--- config.mk ---
export PLATFORM = sky130hd
export DESIGN_NAME = mfcc
export DESIGN_NICKNAME = d
export VERILOG_FILES = /design/src/rtl/mfcc.sv
export SDC_FILE = /design/constraint.sdc
export NUM_CORES = 2
export LEC_CHECK = 0
export BUFFER_PORTS_ARGS = -buffer_cell sky130_fd_sc_hd__buf_2
export CAP_MARGIN = 0
export CORE_MARGIN = 1
export CORE_UTILIZATION = 50
export DETAILED_ROUTE_END_ITERATION = 7
export PLACE_DENSITY = 0.69
export SLEW_MARGIN = 30
export SYNTH_ARGS = -nofsm -noshare
export SYNTH_HDL_FRONTEND = slang
export SYNTH_SLANG_ARGS = --single-unit
--- constraint.sdc ---
create_clock -name clk -period 12.9 [get_ports clk]
set_input_delay 0.645 -clock clk [delete_from_list [all_inputs] [get_ports clk]]
set_output_delay 0.645 -clock clk [all_outputs]
set_load 0.03 [all_outputs]
--- src/rtl/mfcc.sv ---
// Frame autocorrelation engine: ping-pong sample banks feeding one MAC.
// Emits R[k] >>> 6 for k = 0..NUM_COEF-1 plus an energy-based vad flag.
module mfcc #(
  parameter int                 FRAME_LEN  = 64,
  parameter int                 NUM_COEF   = 20,
  parameter logic signed [31:0] VAD_THRESH = 32'sd1_000_000
) (
  input  logic        clk,
  input  logic        rst_n,
  input  logic        sclk,
  input  logic [15:0] x_i,
  input  logic        write,
  output logic [31:0] x_o,
  output logic [4:0]  out_index,
  output logic        dv_out,
  output logic        vad
);

  localparam logic [1:0] S_IDLE = 2'd0;
  localparam logic [1:0] S_MAC  = 2'd1;
  localparam logic [1:0] S_EMIT = 2'd2;

  localparam logic [5:0] LAST  = 6'(FRAME_LEN - 1);
  localparam logic [4:0] KLAST = 5'(NUM_COEF - 1);

  logic unused_sclk;
  assign unused_sclk = sclk;

  logic [15:0] bank [2][64];

  logic [5:0]  wr_ptr;
  logic        wr_bank;
  logic        rd_bank;
  logic [1:0]  state;
  logic [4:0]  k;
  logic [5:0]  n;
  logic [39:0] acc;

  logic [5:0]         n_lag;
  logic signed [15:0] xa;
  logic signed [15:0] xb;
  logic signed [31:0] prod;
  logic [31:0]        coef;
  logic               frame_done;
  logic               start;

  assign n_lag      = n + {1'b0, k};
  assign xa         = $signed(bank[rd_bank][n]);
  assign xb         = $signed(bank[rd_bank][n_lag]);
  assign prod       = xa * xb;
  assign coef       = acc[37:6];
  assign frame_done = write && (wr_ptr == LAST);
  assign start      = frame_done && (state == S_IDLE);

  // Storage only; pointer state keeps stray writes harmless during reset.
  always_ff @(posedge clk) begin
    if (write) begin
      bank[wr_bank][wr_ptr] <= x_i;
    end
  end

  always_ff @(posedge clk or negedge rst_n) begin
    if (!rst_n) begin
      wr_ptr  <= '0;
      wr_bank <= 1'b0;
      rd_bank <= 1'b0;
    end else if (write) begin
      wr_ptr <= wr_ptr + 6'd1;
      if (start) begin
        wr_bank <= ~wr_bank;
        rd_bank <= wr_bank;
      end
    end
  end

  always_ff @(posedge clk or negedge rst_n) begin
    if (!rst_n) begin
      state     <= S_IDLE;
      k         <= '0;
      n         <= '0;
      acc       <= '0;
      x_o       <= '0;
      out_index <= '0;
      dv_out    <= 1'b0;
      vad       <= 1'b0;
    end else begin
      dv_out <= 1'b0;
      case (state)
        S_IDLE: begin
          if (start) begin
            state <= S_MAC;
            k     <= '0;
            n     <= '0;
            acc   <= '0;
          end
        end
        S_MAC: begin
          acc <= acc + {{8{prod[31]}}, prod};
          if (n == LAST - {1'b0, k}) begin
            state <= S_EMIT;
          end else begin
            n <= n + 6'd1;
          end
        end
        S_EMIT: begin
          x_o       <= coef;
          out_index <= k;
          dv_out    <= 1'b1;
          if (k == 5'd0) begin
            vad <= $signed(coef) > VAD_THRESH;
          end
          acc <= '0;
          n   <= '0;
          if (k == KLAST) begin
            state <= S_IDLE;
          end else begin
            k     <= k + 5'd1;
            state <= S_MAC;
          end
        end
        default: state <= S_IDLE;
      endcase
    end
  end

endmodule

# Word level (Yosys, flattened, before mapping)
# Memories as Yosys holds them, arrays and structs flattened.
# Cells that the tools add are included.
[totals] reg_bits=100 ram_bits=2048 memories=1
[classes] addsub=6 n_mul=1 n_lt_le_gt_ge=5 eq_ne=9 muxes=23 bitwise_logic=4 reduce_logical=13
[mem_list] name="bank" words=2 width=1024 read_ports=1 rd_ports_with_merged_regs=0 write_ports=1 line_no="29" rtl="logic [15:0] bank [2][64];"
[ops] op="$mux 1024" n=1
[ops] op="$bmux 16 s6" n=2
[ops] op="$pmux 40 s3" n=1
[ops] op="$demux 16 s6" n=1
[ops] op="$mux 16" n=5
[ops] op="$add 40x40->40" n=1
[ops] op="$mux 40" n=1
[ops] op="$gt 32x21->1 const B" n=1
[ops] op="$mul 16x16->32" n=1
[ops] op="$ge 7x7->1 const B" n=3
[ops] op="$not 6->7" n=3
[ops] op="$pmux 6 s3" n=1
[ops] op="$add 6x1->6 const B" n=2
[ops] op="$mux 6" n=2
[ops] op="$mux 5" n=2
[ops] op="$pmux 5 s2" n=1
[ops] op="$ne 2x2->1 const B" n=4
[ops] op="$reduce_and 2->1" n=4
[ops] op="$lt 7x1->1 const B" n=1
[ops] op="$add 6x5->6" n=1
[ops] op="$eq 6x6->1" n=1
[ops] op="$eq 6x6->1 const B" n=1
[ops] op="$pmux 2 s3" n=1
[ops] op="$reduce_and 3->1" n=2
[ops] op="13 further kinds" n=18

# Depth between registers and ports, before layout
[logic_depth] depth_word=8 mapped_depth=50 mapped_depth_nobuf=46

# Worst setup path before layout
# OpenSTA, ideal clock, no wires.
[synth_timing] kind="register to register" from="register n[1]" to="register acc[37]" setup_ps=118 arrival_time_ps=11114 t_required_ps=12782 setup_slack_ps=1668 path_stages_with_launch=42 path_buffers=6 period_less_slack_ps=11232 cell_sequence="dfrtp_1 > clkbuf_1 > inv_2 > buf_1 > buf_1 > fa_1 > xor2_1 > buf_4 > buf_2 > buf_2 > mux4_2 > mux2i_1 > a21oi_1 > mux2i_1 > inv_1 > and2_1 > fa_1 > inv_1 > (+6 left out) > fa_1 > inv_1 > ha_1 > a21o_1 > a21o_1 > a21oi_1 > o21a_1 > a32o_1 > or2_2 > a211oi_1 > ha_1 > and4_1 > a221o_1 > nor2_1 > o21ai_0 > xnor2_1 > a21o_1 > a21o_1"
[synth_between] elab_chain_len=8 elab_cells_between_ends=12
[synth_rtl] element="start: declaration" line_no="36" rtl="logic [5:0] n;"
[synth_rtl] element="start signal: assignment" line_no="102" rtl="n <= n + 6'd1;"
[synth_rtl] element="$add 6x5->6" line_no="47" rtl="assign n_lag = n + {1'b0, k};"
[synth_rtl] element="$not 6->7 (implied by the code)" line_no="49" rtl="assign xb = $signed(bank[rd_bank][n_lag]);"
[synth_rtl] element="$bmux 16 s6" line_no="49"
[synth_rtl] element="$mux 16 (implied by the code) (2 in a row)" line_no="49"
[synth_rtl] element="$mul 16x16->32 *" line_no="50" rtl="assign prod = xa * xb;"
[synth_rtl] element="$add 40x40->40 *" line_no="98" rtl="acc <= acc + {{8{prod[31]}}, prod};"
[synth_rtl] element="$pmux 40 s3 *" line_no="88" rtl="case (state)"
[synth_rtl] element="end signal: assignment" line_no="98"
[synth_rtl] element="end: declaration" line_no="37" rtl="logic [39:0] acc;"
# Mark *: on every way between the ends. The rest lies on a longest branch, timed or not. The select of a mux whose other input is x is not followed.
# A chain may end at the register's enable or synchronous reset.

# Final worst setup path
# Same ends and word-level chain as after synthesis.

==> flow_summary.ini <==
[logic_synthesis]
async_flop_share_pct = 4.57
ys_ff_latch = 2146
netlist_instances = 6532
synth_fp_nets = 6946
synth_edf_count = 2048
synth_cell_type_count = 81
synth.avg_cell_area_sq_um = 17.2
ys.flop_type = edfxtp_1
yosys_warnings = 0
synth-seq-area-share_pct = 57.1
synth_area_sq_um = 112000

[grt]
grt_max_degree = 114
use_met2_pct = 45.6
grt_antenna_before_repair = 16
grt_use_met1_pct = 38.8
first_global_vias = 67400
grt.total_usage_pct = 29.3
use_met3_pct = 7.64
globalRoute.busiestLayer = met2
gr-total-overflow = 0
grt_pass1_wl_mm = 471

[status]
violations = DRC
outcome = finished, violations left

[placement]
gp_congestion = 0.884
dpl_cell_area_sq_um = 117000
port_buffers = 57
dp_hpwl_mm = 209

[setup_path]
worst_setup_path_start_kind = flip-flop
r2r_cells = 41
r2r-start = n[1]$_DFFE_PN0P_
end_kind = flip-flop
r2r_setup_slack_ns = 0.59
cp_max_fo = 25
cpPeakStageDelay_ns = 0.62
worst_path_max_delay_cell = mux4_2
crit_top_cell = fa_1
critPathKind = reg2reg
worstPathArrival_ns = 13.07
reg2reg_to = acc[37]$_DFFE_PN0P_
cp.required_ns = 13.66

[floorplanning]
boundaryPins = 59
die_y_um = 475
die_w_um = 475
core_sq_um = 223000
num_rows = 173
die-area_sq_um = 226000
start_util_pct = 50.4

[timing]
clock.fmax_ghz = 0.0812
setup_viol = 0
fin_crit_ns = 12.31
tns_ns = 0
hold_violations = 0
max_slew_margin_pct = 33.2
tightest_slew_ns = 1.00
rsz0062_at_grt = false
whs_ns = 0.0794
drv_slew = 0
fin_crit_sh_pct = 95.4
clock_skew_ns = 0.0760

[hold_path]
hold_class = in2reg
min_from = x_i[11]
min_to = bank[1][251]$_DFFE_PP_
whs_path_depth = 1

[detailed_routing]
via_per_inst = 6.70
vias = 66500
initialDrtViolationCount = 8912
drc = 9
ant_nets = 0
drt-total-wl_mm = 328
avgRoutedWirePerCell_um = 33.0
firstDrtPassIters = 8

[clock_tree]
cts-root-buf = clkbuf_16
htree_levels = 4
cts.sinks = 2146
cts_tree = built
post_cts_buffers = 0
insertion_delay_ns = 0.91
clkSlewWorstSetupHoldPaths_ns = 0.07
cts_buffers = 213
clock_path_buffers = 3

[finish]
utilization_pct = 55.9
nFillCells = 17000
layout_commonest_cell = edfxtp_1
final_nets = 7162
final_cell_mix = edfxtp_1 (2048), mux4_2 (1012), buf_4 (347)
area_growth_pct = 11.1
design_area_sq_um = 124000
drive_above_1_share_pct = 29.6

[job]
maxCapViolCount = 0
[Yosys cell counts, types with 27 or more instances]
master / n / area [sq um]
mux2i_1: 297 / 2970
nand3_1: 65 / 325
a21o_1: 29 / 218
nand2b_1: 28 / 175
xnor2_1: 57 / 499
inv_1: 328 / 1230
edfxtp_1: 2048 / 61500
buf_4: 41 / 308
fa_1: 265 / 5310
ha_1: 129 / 1610
buf_6: 65 / 732
o21ai_0: 248 / 1240
dfrtp_1: 98 / 2450
a221oi_1: 78 / 683
mux2_2: 109 / 1230
a22oi_1: 75 / 563
nor2_1: 250 / 938
buf_2: 88 / 440
a211oi_1: 27 / 203
clkbuf_1: 184 / 691
a21oi_1: 205 / 1030
mux4_2: 1012 / 22800
nand2_1: 339 / 1270
nor2b_1: 46 / 288
and2_1: 100 / 626
[metrics by stage]
stage | cells | setup WS [ns]
floorplan | 6532 | 1.67
global placement | 9503 | 0.441
detailed placement | 9506 | 0.416
CTS | 9908 | 0.358
global route | 9913 | 0.0835
finish | 9920 | 0.590
[logic make-up after synthesis]
logic type	Yosys count	synth area share, %
flops	2146	57.1
compound gates	812	4.62
buf+inv	765	3.54
mux	1428	24.3
simple gates	907	3.68
xor+xnor	80	0.625
fa+ha+maj	394	6.18
[state kept, by name, indices dropped and copies added (netlist names)]
signal	flops
rd_bank	1
n	6
acc	38
k	5
x_o	32
dv_out	1
out_index	5
state	2
wr_bank	1
bank	2048
vad	1
wr_ptr	6
[routing by layer]
layer | vias to the layer above | share of wire (%)
met5 | - | 0.071
met4 | 10 | 5.0
met3 | 747 | 12
li1 | 26700 | -
met2 | 4180 | 47
met1 | 34800 | 36
[critical path: cells and delay by family, from the launching register on]
kind            cells  cell delay [ns]
flops               1             0.58
compound gates     12             2.95
buf+inv             8             1.35
fa+ha+maj           9             4.32
simple gates        7             1.24
mux                 2             1.15
xor+xnor            3             0.51
[how the worst max path moves through the flow]
stage                     cells after the start              from             endpoint  slack [ns]
final                                        41  n[1]$_DFFE_PN0P_  acc[37]$_DFFE_PN0P_        0.59
after global placement                       37  n[1]$_DFFE_PN0P_  acc[37]$_DFFE_PN0P_        0.44
after global routing                         41  n[1]$_DFFE_PN0P_  acc[37]$_DFFE_PN0P_        0.08
after detailed placement                     38  n[1]$_DFFE_PN0P_  acc[37]$_DFFE_PN0P_        0.42
after CTS                                    38  n[1]$_DFFE_PN0P_  acc[37]$_DFFE_PN0P_        0.36
after floorplan                              41  n[1]$_DFFE_PN0P_  acc[37]$_DFFE_PN0P_        1.67
[area by class of cell]
class                      count  area, sq um  share of cell area, %
clock inverter               136         1460                   1.17
timing repair buffer         434         3740                   3.01
antenna                       11         27.5                 0.0221
inverter                     332         1250                   1.00
multi-input combinational   3621        44700                   35.9
tap                         2975         3720                   2.99
clock buffer                 265         5600                   4.50
sequential                  2146        64000                   51.4
[repair_timing]
action | CTS | global route
endpoints found under the hold margin | 41 | 0
hold buffers | 1 | 0
endpoints found under the setup margin | 0 | 5
gates resized for setup | 0 | 5
Power is not shown: default switching activity piles up to over one toggle a cycle in this logic, so the estimate is an artifact.
